`src/rtl/pipe_trace_buffer_if.sv`:
```
// Observation/control/readback bundle between the PPCPU side, debug host and pipe_trace_buffer.
// Rd_WbAlu exists only when TRACE_WB_EN is defined.
interface pipe_trace_buffer_if #(
    parameter int ADDR_W = 4
);
    logic [31:0]     PC;
    logic [31:0]     IF_Inst;
    logic [31:0]     WB_Alu;
    logic [31:0]     Trig_PC;
    logic            Arm;
    logic            Stop;
    logic            Rd_Req;
    logic [63:0]     Rd_Data;
`ifdef TRACE_WB_EN
    logic [31:0]     Rd_WbAlu;
`endif
    logic            Rd_Valid;
    logic            Rd_Err;
    logic [ADDR_W:0] Count;
    logic [1:0]      State;
    logic            Done;

    modport master (
`ifdef TRACE_WB_EN
        input  Rd_WbAlu,
`endif
        output PC, IF_Inst, WB_Alu, Trig_PC, Arm, Stop, Rd_Req,
        input  Rd_Data, Rd_Valid, Rd_Err, Count, State, Done
    );

    modport slave (
`ifdef TRACE_WB_EN
        output Rd_WbAlu,
`endif
        input  PC, IF_Inst, WB_Alu, Trig_PC, Arm, Stop, Rd_Req,
        output Rd_Data, Rd_Valid, Rd_Err, Count, State, Done
    );
endinterface

```
`src/rtl/pipe_trace_buffer.sv`:
```
// Triggered linear trace capture of the PPCPU fetch stream with a 1-cycle request/valid readback.
// Optional macro TRACE_WB_EN stores the write-back ALU value alongside each entry.
module pipe_trace_buffer #(
    parameter int DEPTH  = 16,
    parameter int ADDR_W = 4
) (
    input  logic               Clock,
    input  logic               Resetn,
    pipe_trace_buffer_if.slave bus
);
    typedef enum logic [1:0] {
        IDLE    = 2'd0,
        ARMED   = 2'd1,
        CAPTURE = 2'd2,
        DONE    = 2'd3
    } state_t;

`ifdef TRACE_WB_EN
    localparam int ENTRY_W = 96;
`else
    localparam int ENTRY_W = 64;
`endif
    localparam logic [ADDR_W:0] FULL = (ADDR_W+1)'(DEPTH);

    state_t              state, state_nxt;
    logic [ADDR_W:0]     count, count_nxt, rd_ptr;
    logic [31:0]         prev_pc;
    logic [ENTRY_W-1:0]  mem [DEPTH];
    logic [ENTRY_W-1:0]  wr_entry, rd_entry;
    logic                wr_en, trig_hit, new_fetch, rd_fire;
    logic [63:0]         rd_data;
    logic                rd_valid, rd_err;

`ifdef TRACE_WB_EN
    logic [31:0]         rd_wb;
    assign wr_entry     = {bus.WB_Alu, bus.PC, bus.IF_Inst};
    assign bus.Rd_WbAlu = rd_wb;
`else
    logic                unused_wb;
    assign wr_entry  = {bus.PC, bus.IF_Inst};
    assign unused_wb = ^bus.WB_Alu;
`endif

    assign new_fetch = (bus.PC != prev_pc);
    assign trig_hit  = (bus.PC == bus.Trig_PC);
    assign rd_fire   = bus.Rd_Req && !bus.Arm && (state == DONE);
    assign rd_entry  = mem[rd_ptr[ADDR_W-1:0]];

    // Arm overrides everything; otherwise writes land at entry[count] and the last slot ends capture.
    always_comb begin
        state_nxt = state;
        count_nxt = count;
        wr_en     = 1'b0;
        if (bus.Arm) begin
            state_nxt = ARMED;
            count_nxt = '0;
        end else begin
            case (state)
                ARMED: begin
                    if (trig_hit) begin
                        wr_en     = 1'b1;
                        count_nxt = (ADDR_W+1)'(1);
                        state_nxt = bus.Stop ? DONE : CAPTURE;
                    end else if (bus.Stop) begin
                        state_nxt = DONE;
                    end
                end
                CAPTURE: begin
                    if (new_fetch) begin
                        wr_en     = 1'b1;
                        count_nxt = count + 1'b1;
                        if (count_nxt == FULL) state_nxt = DONE;
                    end
                    if (bus.Stop) state_nxt = DONE;
                end
                default: ;
            endcase
        end
    end

    // Trace RAM keeps its contents across reset; only the bookkeeping is cleared.
    always_ff @(posedge Clock) begin
        if (wr_en) mem[count[ADDR_W-1:0]] <= wr_entry;
    end

    always_ff @(posedge Clock or negedge Resetn) begin
        if (!Resetn) begin
            state    <= IDLE;
            count    <= '0;
            rd_ptr   <= '0;
            prev_pc  <= '0;
            rd_data  <= '0;
            rd_valid <= 1'b0;
            rd_err   <= 1'b0;
`ifdef TRACE_WB_EN
            rd_wb    <= '0;
`endif
        end else begin
            state    <= state_nxt;
            count    <= count_nxt;
            prev_pc  <= bus.PC;
            rd_valid <= 1'b0;
            rd_err   <= 1'b0;
            if (bus.Arm) begin
                rd_ptr <= '0;
            end else if (rd_fire) begin
                if (rd_ptr < count) begin
                    rd_valid <= 1'b1;
                    rd_data  <= rd_entry[63:0];
                    rd_ptr   <= rd_ptr + 1'b1;
`ifdef TRACE_WB_EN
                    rd_wb    <= rd_entry[95:64];
`endif
                end else begin
                    rd_err <= 1'b1;
                end
            end
        end
    end

    assign bus.Rd_Data  = rd_data;
    assign bus.Rd_Valid = rd_valid;
    assign bus.Rd_Err   = rd_err;
    assign bus.Count    = count;
    assign bus.State    = state;
    assign bus.Done     = (state == DONE);
endmodule
```
`src/flat_wrapper.sv`:
```
// flat-port wrapper written by rule: the top's interface ports become plain ports
module pipe_trace_buffer_flat 
#(
    parameter int DEPTH  = 16,
    parameter int ADDR_W = 4
)
  (Clock, Resetn, bus_PC, bus_IF_Inst, bus_WB_Alu, bus_Trig_PC, bus_Arm, bus_Stop, bus_Rd_Req, bus_Rd_Data, bus_Rd_Valid, bus_Rd_Err, bus_Count, bus_State, bus_Done);
  pipe_trace_buffer_if #(.ADDR_W(ADDR_W)) bus_i ();
  input  logic Clock;
  input  logic Resetn;
  input wire logic [$bits(bus_i.PC)-1:0] bus_PC;
  input wire logic [$bits(bus_i.IF_Inst)-1:0] bus_IF_Inst;
  input wire logic [$bits(bus_i.WB_Alu)-1:0] bus_WB_Alu;
  input wire logic [$bits(bus_i.Trig_PC)-1:0] bus_Trig_PC;
  input wire logic [$bits(bus_i.Arm)-1:0] bus_Arm;
  input wire logic [$bits(bus_i.Stop)-1:0] bus_Stop;
  input wire logic [$bits(bus_i.Rd_Req)-1:0] bus_Rd_Req;
  output wire logic [$bits(bus_i.Rd_Data)-1:0] bus_Rd_Data;
  output wire logic [$bits(bus_i.Rd_Valid)-1:0] bus_Rd_Valid;
  output wire logic [$bits(bus_i.Rd_Err)-1:0] bus_Rd_Err;
  output wire logic [$bits(bus_i.Count)-1:0] bus_Count;
  output wire logic [$bits(bus_i.State)-1:0] bus_State;
  output wire logic [$bits(bus_i.Done)-1:0] bus_Done;
  assign bus_i.PC = bus_PC;
  assign bus_i.IF_Inst = bus_IF_Inst;
  assign bus_i.WB_Alu = bus_WB_Alu;
  assign bus_i.Trig_PC = bus_Trig_PC;
  assign bus_i.Arm = bus_Arm;
  assign bus_i.Stop = bus_Stop;
  assign bus_i.Rd_Req = bus_Rd_Req;
  assign bus_Rd_Data = bus_i.Rd_Data;
  assign bus_Rd_Valid = bus_i.Rd_Valid;
  assign bus_Rd_Err = bus_i.Rd_Err;
  assign bus_Count = bus_i.Count;
  assign bus_State = bus_i.State;
  assign bus_Done = bus_i.Done;
  pipe_trace_buffer #(.DEPTH(DEPTH), .ADDR_W(ADDR_W)) u_core (.Clock(Clock), .Resetn(Resetn), .bus(bus_i));
endmodule
```
`config.mk`:
```
export PLATFORM = sky130hd
export DESIGN_NAME = pipe_trace_buffer_flat
export DESIGN_NICKNAME = d
export VERILOG_FILES = /design/src/rtl/pipe_trace_buffer_if.sv /design/src/rtl/pipe_trace_buffer.sv /design/src/flat_wrapper.sv
export SDC_FILE = /design/constraint.sdc
export NUM_CORES = 1
export LEC_CHECK = 0
export BUFFER_PORTS_ARGS = -buffer_cell sky130_fd_sc_hd__clkbuf_2
export CAP_MARGIN = 25
export CORE_AREA = 10 10 298 243
export DETAILED_ROUTE_END_ITERATION = 12
export DIE_AREA = 0 0 308 253
export PLACE_DENSITY = 0.85
export SYNTH_ARGS = -nofsm -noshare
export SYNTH_HDL_FRONTEND = slang
export SYNTH_SLANG_ARGS = --single-unit
```
`constraint.sdc`:
```
create_clock -name Clock -period 18.8 [get_ports Clock]
set_input_delay 0.94 -clock Clock [delete_from_list [all_inputs] [get_ports Clock]]
set_output_delay 0.94 -clock Clock [all_outputs]
set_load 0.01 [all_outputs]
```
==> results.json, run 1 <==
{
  "crit_top_cell": "nor4_2",
  "cts-buffers-inserted": 101,
  "combPwrFrac_pct": 4.6,
  "fmax_mhz": 230,
  "synth_edf_count": 1024,
  "routed_wirelength_microns": 113000,
  "critical_path_arrival_ps": 4630,
  "die_w_microns": 308,
  "pwr-share-clk_pct": 40.9,
  "synth_top_area_share_pct": 71.0,
  "grt-ovfl-total": 0,
  "antenna_left": 0,
  "grt_setup_unrepaired": "no",
  "initial_core_util_pct": 65.2,
  "cts.path.max_buffers": 3,
  "grt_max_degree": 112,
  "ys_types": 41,
  "via_per_inst": 7.25,
  "ys_seq_area_share_pct": 77.3,
  "post_cts_resized": 0,
  "syn_area_per_cell_sq_um": 24.2,
  "core_sq_mm": 0.0665,
  "run_status": "complete, no violations",
  "yosysMostFrequentCell": "edfxtp_1",
  "synthesis.nets": 1934,
  "row_count": 85,
  "cts_tree": "done",
  "place_area_sq_mm": 0.0453,
  "max-vdd-ir-drop_uv": 80.9,
  "cap_violations": 0,
  "yosys_warnings": 0,
  "crit_required_ps": 19080,
  "insertion_delay_ps": 700,
  "grt_pass1_vias": 22500,
  "p_leak_nw": 15.7,
  "synthTopCellsByArea": "edfxtp_1, mux4_2, dfrtp_1",
  "io_pins": 207,
  "synthFlopType": "edfxtp_1",
  "die_area_sq_mm": 0.0779,
  "finalSetupViolCount": 0,
  "fin_crit_ps": 4350,
  "drtIter0Drc": 3389,
  "cp-start-kind": "primary input",
  "async_flop_share_pct": 9.70,
  "gp_congestion": 0.804,
  "die_y_microns": 253,
  "clkTransAtPathRegs_ps": 60,
  "netlist_area_sq_mm": 0.0433,
  "final_area_sq_mm": 0.0488,
  "syn-instance-count": 1789,
  "place_ws_ps": 13920,
  "crit_chain": "clkbuf_2, xor2_1, nor4_2, nand4_1, nor2_1, a21oi_2, buf_8, nor4_2, buf_4",
  "synth_commonest_cells": "edfxtp_1, mux4_2, dfrtp_1, mux2_2, clkbuf_1",
  "ys_ff_latch": 1134,
  "dp_hpwl_microns": 54200,
  "path_max_fanout": 39,
  "grt_antenna_before_repair": 10,
  "p_per_area_mw_per_mm2": 106,
  "finalPower_mw": 5.19,
  "io_buffers": 174,
  "drc": 0,
  "finalSetupTns_ps": 0,
  "skew_ps": 48.7,
  "maxSlewViolCount": 0,
  "cp_num_buf_inv": 3,
  "area_growth_pct": 12.7,
  "setup_ws_ps": 14450,
  "hold_class": "in2async",
  "relSlewSlack_pct": 25.4,
  "pwr-share-seq_pct": 54.4,
  "grt_pass1_wl_microns": 160000,
  "path_class": "in2reg",
  "track_usage_pct": 28.8,
  "avgRoutedWirePerCell_microns": 37.6,
  "nFillCells": 3301,
  "slowest_stage": "nor4_2",
  "end_kind": "flop",
  "layout-drive-gt1-share_pct": 37.0,
  "critical_path.max_stage_delay_ps": 880,
  "h-tree-depth": 3,
  "swShare_pct": 21.0,
  "tightest_slew_ps": 1120,
  "cts-root-buf": "clkbuf_16",
  "intPower_mw": 4.10,
  "cts_setup_buffers": 0,
  "drt_pass1_iterations": 5,
  "timing.final.crit_share_pct": 23.1,
  "hold_viol": 0,
  "final_nets": 2182,
  "cts_hold_buf": 0,
  "vias": 21700,
  "crit_family": "simple AND/OR/NAND/NOR gates",
  "synth_area_leader_cell": "edfxtp_1",
  "switching_power_mw": 1.09,
  "clkSinkCount": 1134
}
-- routing by layer --
layer / vias to the layer above / track usage, % / share of wire (%)
met3: 335 / 7.15 / 11
li1: 8108 / - / -
met1: 11400 / 37.9 / 34
met5: - / 0 / 0.058
met2: 1861 / 46.3 / 50
met4: 10 / 12.0 / 4.2
-- metrics by stage --
stage / hold slack [ps] / std cells / utilization (%)
after floorplan: 509 / 1789 / -
final: 293 / 2996 / 73.5
after global routing: 318 / 2994 / 73.5
after global placement: 489 / 2798 / 68.1
after detailed placement: 496 / 2799 / 68.2
after CTS: 327 / 2987 / 73.3
-- sequential cells by signal (all words and copies together) (netlist names) --
name / count
u_core.mem: 1024
u_core.bus.Rd_Data: 64
u_core.prev_pc: 32
u_core.bus.Count: 5
u_core.rd_ptr: 5
u_core.bus.State: 2
u_core.bus.Rd_Err: 1
u_core.bus.Rd_Valid: 1
-- placed cells by master (no fill, tap or decap), types with 12 or more instances in the layout --
cell type and instances:
clkinv_1 12, mux2_2 64, clkbuf_16 104, clkbuf_2 173, xor2_1 35, mux4_2 320
ha_1 12, nor4_2 13, dfrtp_1 106, clkbuf_1 27, edfxtp_1 1024, nand4_1 13
buf_4 47, xnor2_1 34, clkbuf_8 17
-- power by group through the flow --
stage / clock, mW / sequential, mW / combinational, mW
CTS: 2.13 / 2.83 / 0.239
global route: 2.22 / 2.83 / 0.260
floorplan: 0 / 2.89 / 0.0938
finish: 2.13 / 2.83 / 0.241
global placement: 0 / 2.88 / 0.221
detailed placement: 0 / 2.88 / 0.232
-- cells by family (layout without fill, tap and decap cells) --
group | Yosys count | in the layout | synth area share [%]
flip-flops | 1134 | 1134 | 77.3
multiplexers | 385 | 385 | 18.3
buffers and inverters | 92 | 425 | 1.25
AND/OR/NAND/NOR | 71 | 71 | 0.918
XOR/XNOR | 69 | 69 | 1.39
AO/OA/AOI/OAI | 26 | 26 | 0.442
adder cells (fa/ha/maj) | 12 | 12 | 0.347
other | 0 | 4 | 0
-- worst paths after layout --
kind | startpoint | to | slack [ps] | cells past startpoint
min | Resetn | u_core.bus.Rd_Data[51]$_DFFE_PN0P_ | 290 | 1
min in group Clock | u_core.bus.Rd_Data[7]$_DFFE_PN0P_ | u_core.bus.Rd_Data[7]$_DFFE_PN0P_ | 510 | 1
max | bus_PC[3] | u_core.mem[8][10]$_DFFE_PP_ | 14450 | 9
max reg2reg | u_core.bus.Count[3]$_DFFE_PN0P_ | u_core.bus.Rd_Data[63]$_DFFE_PN0P_ | 14480 | 8
max in group asynchronous | Resetn | u_core.bus.Rd_Data[27]$_DFFE_PN0P_ | 17210 | 2
min reg2reg | u_core.bus.Rd_Data[7]$_DFFE_PN0P_ | u_core.bus.Rd_Data[7]$_DFFE_PN0P_ | 510 | 1
-- final cells by class --
cell class | instances | area, sq um | area share [%]
sequential | 1134 | 33500 | 68.6
clock buffer | 148 | 2940 | 6.02
inverter | 9 | 35.0 | 0.0717
timing repair buffer | 228 | 1400 | 2.87
clock inverter | 40 | 457 | 0.935
multi-input combinational | 563 | 9380 | 19.2
antenna | 4 | 10.0 | 0.0205
tap | 870 | 1090 | 2.23
No activity file was read; power rests on OpenSTA's default activity.
==> run 2, diff against run 1 <==
- CORE_AREA: 10 10 298 243 -> 10 10 325 265
- DIE_AREA: 0 0 308 253 -> 0 0 335 275
- PLACE_DENSITY: 0.85 -> 0.76
- clock period: 18.8 -> 3.9 ns (I/O delays scaled with it)
==> results.json, run 2 (same netlist as run 1, synthesis figures left out) <==
{
  "insertion_delay_ps": 690,
  "finalPower_mw": 24.9,
  "multi_input_area_sq_mm": 0.00951,
  "cts_tree": "done",
  "pwr-share-clk_pct": 40.6,
  "holdPathEnd": "u_core.bus.Count[0]$_DFFE_PN0P_",
  "path_class": "in2reg",
  "cts-root-buf": "clkbuf_16",
  "swShare_pct": 21.0,
  "r2r-end": "u_core.bus.Rd_Data[5]$_DFFE_PN0P_",
  "antenna_left": 0,
  "utilization_pct": 63.2,
  "drt_pass1_iterations": 5,
  "seq_area_sq_mm": 0.0335,
  "intPower_mw": 19.7,
  "tightest_slew_ps": 788,
  "hold_class": "in2reg",
  "p_per_area_mw_per_mm2": 496,
  "finalSetupViolCount": 0,
  "nFillCells": 5164,
  "die_y_microns": 275,
  "grt-ovfl-total": 0,
  "via_per_inst": 6.30,
  "maxSlewViolCount": 0,
  "cap_violations": 0,
  "combPwrFrac_pct": 4.8,
  "die_w_microns": 335,
  "grt_pass1_wl_microns": 150000,
  "area_growth_pct": 16.1,
  "critical_path_arrival_ps": 3900,
  "p_leak_nw": 16.2,
  "dp_hpwl_microns": 53000,
  "h-tree-depth": 3,
  "largest_reg_flops": 1024,
  "rr_worst_depth": 4,
  "core_sq_mm": 0.0796,
  "hold_viol": 0,
  "slowest_stage": "nor4_1",
  "cts-buffers-inserted": 106,
  "grt_pass1_vias": 21500,
  "r2r-start": "u_core.rd_ptr[0]$_DFFE_PN0P_",
  "max-vdd-ir-drop_uv": 418,
  "layout-drive-gt1-share_pct": 35.8,
  "run_status": "complete, no violations",
  "fmax_mhz": 279,
  "io_pins": 207,
  "holdCritStartpoint": "bus_Trig_PC[7]",
  "final_nets": 2262,
  "grt_antenna_before_repair": 4,
  "critical_path.max_stage_delay_ps": 690,
  "gp_congestion": 0.796,
  "final_common_cell": "edfxtp_1",
  "crit_required_ps": 4210,
  "grt_max_degree": 104,
  "worst-r2r-setup-slack_ps": 1060,
  "clkTransAtPathRegs_ps": 60,
  "initial_core_util_pct": 54.4,
  "die_area_sq_mm": 0.0921,
  "end_kind": "flop",
  "crit_chain": "dlygate4sd3_1, clkbuf_2, xor2_1, nor4_1, nand4_1, nor2_1, a21oi_4, buf_16, nor4_4, buf_4",
  "hold-path-cell-count": 7,
  "vias": 20500,
  "relSlewSlack_pct": 47.5,
  "io_buffers": 174,
  "grt_setup_unrepaired": "no",
  "skew_ps": 35.3,
  "layout_common_cells": "edfxtp_1, mux4_2, clkbuf_2",
  "fin_crit_ps": 3590,
  "switching_power_mw": 5.23,
  "avgRoutedWirePerCell_microns": 31.0,
  "cp_num_buf_inv": 4,
  "pwr-share-seq_pct": 54.6,
  "routed_wirelength_microns": 101000,
  "track_usage_pct": 22.3,
  "path_max_fanout": 24,
  "drc": 0,
  "crit_family": "simple AND/OR/NAND/NOR gates",
  "cts.path.max_buffers": 3,
  "row_count": 93,
  "crit_start": "bus_PC[3]",
  "timing.final.crit_share_pct": 92.0,
  "cp-start-kind": "primary input",
  "clkSinkCount": 1134,
  "drtIter0Drc": 2340
}
run 2: timing repair:
item / in CTS / in global routing
hold buffers: 71 / 0
buffers inserted: 0 / 0
resized for setup: 0 / 0
hold endpoints to repair: 737 / 0
run 2: metrics by stage:
stage	area, sq um	setup WS, ps	hold slack [ps]	TNS, ps	std cells
4_1_cts	50300	434	359	0	3255
5_1_grt	50300	249	437	0	3256
3_3_place_gp	46100	324	151	0	2981
2_1_floorplan	43400	-1430	-101	-1114360	1789
6_report	50300	311	407	0	3257
3_5_place_dp	46100	285	153	0	2982
run 2: layout make-up:
| type | instances | share of cell area, % |
|---|---|---|
| antenna | 1 | 0.00497 |
| clock inverter | 59 | 1.07 |
| timing repair buffer | 303 | 4.97 |
| clock buffer | 143 | 5.75 |
| multi-input combinational | 563 | 18.9 |
| sequential | 1134 | 66.6 |
| inverter | 9 | 0.0721 |
| tap | 1045 | 2.60 |
run 2: how the worst max path moves through the flow:
stage | endpoint | slack, ps | cells after the start
final | u_core.mem[5][30]$_DFFE_PP_ | 310 | 10
after global routing | u_core.mem[5][30]$_DFFE_PP_ | 250 | 10
after CTS | u_core.mem[5][30]$_DFFE_PP_ | 430 | 10
after detailed placement | u_core.mem[4][44]$_DFFE_PP_ | 290 | 9
after global placement | u_core.mem[5][43]$_DFFE_PP_ | 320 | 8
after floorplan | u_core.mem[4][0]$_DFFE_PP_ | -1430 | 7
run 2: per-layer routing:
layer	track usage, %	vias up	wire length, microns
met5	0	-	13
met4	5.38	2	2110
met3	4.61	154	8930
met1	31.2	11000	39400
met2	36.2	1022	50700
li1	-	8283	-
run 2: power by group through the flow:
stage                     clock [mW]  combinational (mW)  sequential, mW
after global placement             0                1.13            13.9
after CTS                       10.3                1.23            13.6
after detailed placement           0                1.16            13.9
final                           10.1                1.20            13.6
after floorplan                    0               0.453            13.9
after global routing            10.8                1.31            13.6
run 2: worst min-delay path, delay by kind of cell:
kind / cells / cell delay, ps
AO/OA/AOI/OAI: 3 / 390
buffers and inverters: 1 / 110
XOR/XNOR: 1 / 130
AND/OR/NAND/NOR: 2 / 220
==> run 3, diff against run 2 <==
- CORE_AREA: 10 10 325 265 -> 10 10 298 243
- DIE_AREA: 0 0 335 275 -> 0 0 308 253
- PLACE_DENSITY: 0.76 -> 0.85
- clock period: 3.9 -> 4.5 ns (I/O delays scaled with it)
==> results.json, run 3 (same netlist as run 1, synthesis figures left out) <==
{
  "critical_path_arrival_ps": 4140,
  "pwr-share-clk_pct": 40.4,
  "post_cts_resized": 0,
  "track_usage_pct": 29.7,
  "final_cell_count_no_fill": 3050,
  "grt_setup_unrepaired": "no",
  "holdPathEnd": "u_core.prev_pc[20]$_DFF_PN0_",
  "cts-root-buf": "clkbuf_16",
  "fmax_mhz": 260,
  "io_pins": 207,
  "place_ws_ps": 748,
  "grt-ovfl-total": 0,
  "layout-drive-gt1-share_pct": 35.8,
  "clkTransAtPathRegs_ps": 60,
  "antenna_left": 0,
  "r2r-end": "u_core.mem[7][26]$_DFFE_PP_",
  "max-vdd-ir-drop_uv": 336,
  "cts-buffers-inserted": 101,
  "area_growth_pct": 14.2,
  "insertion_delay_ps": 680,
  "finalSetupViolCount": 0,
  "path_max_fanout": 37,
  "clkSinkCount": 1134,
  "skew_ps": 34.4,
  "antenna_cells": 0,
  "r2r-start": "u_core.prev_pc[15]$_DFF_PN0_",
  "final_nets": 2240,
  "grt_pass1_wl_microns": 165000,
  "finalPower_mw": 21.6,
  "grt_max_degree": 183,
  "largest_reg_flops": 1024,
  "final_common_cell": "edfxtp_1",
  "drt_pass1_iterations": 7,
  "p_leak_nw": 15.9,
  "path_class": "in2reg",
  "drc": 0,
  "via_per_inst": 7.30,
  "avgRoutedWirePerCell_microns": 37.3,
  "routed_wirelength_microns": 114000,
  "initial_core_util_pct": 65.2,
  "crit_required_ps": 4800,
  "drtIter0Drc": 3506,
  "holdCritStartpoint": "bus_PC[20]",
  "hold-path-cell-count": 1,
  "dp_hpwl_microns": 54300,
  "core_sq_mm": 0.0665,
  "tightest_slew_ps": 1220,
  "cp-start-kind": "primary input",
  "layout_common_cells": "edfxtp_1, mux4_2, clkbuf_2",
  "setup_ws_ps": 653,
  "timing.final.crit_share_pct": 85.5,
  "intPower_mw": 17.1,
  "switching_power_mw": 4.54,
  "cts_tree": "done",
  "grt_antenna_before_repair": 3,
  "vias": 22300,
  "cap_violations": 0,
  "io_buffers": 174,
  "finalSetupTns_ps": 0,
  "nFillCells": 3083,
  "relSlewSlack_pct": 17.8,
  "pwr-share-seq_pct": 54.7,
  "cts.path.max_buffers": 3,
  "die_y_microns": 253,
  "dp.cells": 2801,
  "p_per_area_mw_per_mm2": 437,
  "rr_worst_depth": 8,
  "cts_hold_buf": 59,
  "die_area_sq_mm": 0.0779,
  "gp_congestion": 0.802,
  "hold_class": "in2reg",
  "run_status": "complete, no violations",
  "combPwrFrac_pct": 5.0,
  "hold_viol": 0,
  "worst-r2r-setup-slack_ps": 830,
  "h-tree-depth": 3,
  "swShare_pct": 21.0,
  "row_count": 85,
  "grt_pass1_vias": 23100,
  "maxSlewViolCount": 0,
  "end_kind": "flop",
  "fin_crit_ps": 3850,
  "cts_setup_buffers": 0,
  "die_w_microns": 308
}
[run 3: changes by cell type in the layout (fill, tap and decap cells not counted), moves of 5 or more]
cell and change:
buf_4 +18, clkinv_1 -5, buf_12 -22, dlygate4sd3_1 -12, clkbuf_8 -5
[run 3: power by group through the flow]
stage	sequential (mW)	clock, mW	combinational, mW
after floorplan	12.1	0	0.393
after global placement	12.0	0	0.940
after detailed placement	12.0	0	0.991
after CTS	11.8	8.76	1.08
after global routing	11.8	9.15	1.15
final	11.8	8.72	1.07
[run 3: per-stage QoR]
step                      area [sq um]  util, %  hold slack [ps]
final                            49500     74.4             27.6
after global routing             49500     74.4             16.6
after CTS                        49400     74.4             4.91
after detailed placement         45500     68.5              352
after global placement           45500     68.5              343
after floorplan                  43400        -            -70.6
[run 3: area by class of cell]
cell class | instances | area, sq um | share of cell area (%)
clock buffers | 132 | 2740 | 5.53
clock inverters | 56 | 568 | 1.15
multi-input cells | 563 | 9490 | 19.2
well taps | 870 | 1090 | 2.20
inverters | 9 | 36.3 | 0.0734
flip-flops and latches | 1134 | 33500 | 67.8
repair buffers | 286 | 2030 | 4.10
[run 3: critical path, cell delays in order]
cell	delay, ps
dlygate4sd3_1	540
clkbuf_2	340
xnor2_1	340
nand4_1	170
nor4_1	1050
a21oi_1	320
a21oi_4	350
buf_12	250
nor4_4	80
buf_4	400
[run 3: how the worst max path moves through the flow]
stage | startpoint | to
6_report | bus_PC[15] | u_core.mem[7][26]$_DFFE_PP_
5_1_grt | bus_PC[3] | u_core.mem[12][4]$_DFFE_PP_
4_1_cts | bus_PC[30] | u_core.mem[12][4]$_DFFE_PP_
3_5_place_dp | bus_PC[29] | u_core.mem[15][63]$_DFFE_PP_
3_3_place_gp | bus_PC[30] | u_core.mem[11][24]$_DFFE_PP_
2_1_floorplan | bus_Trig_PC[27] | u_core.mem[12][0]$_DFFE_PP_
[run 3: routing by layer]
layer  up-vias  global-route usage (%)  wire length [microns]
met5         -                       0                     46
met3       387                    8.38                  14600
li1       8223                       -                      -
met4         6                    11.5                   4930
met2      2125                    46.7                  55400
met1     11500                    39.7                  38700
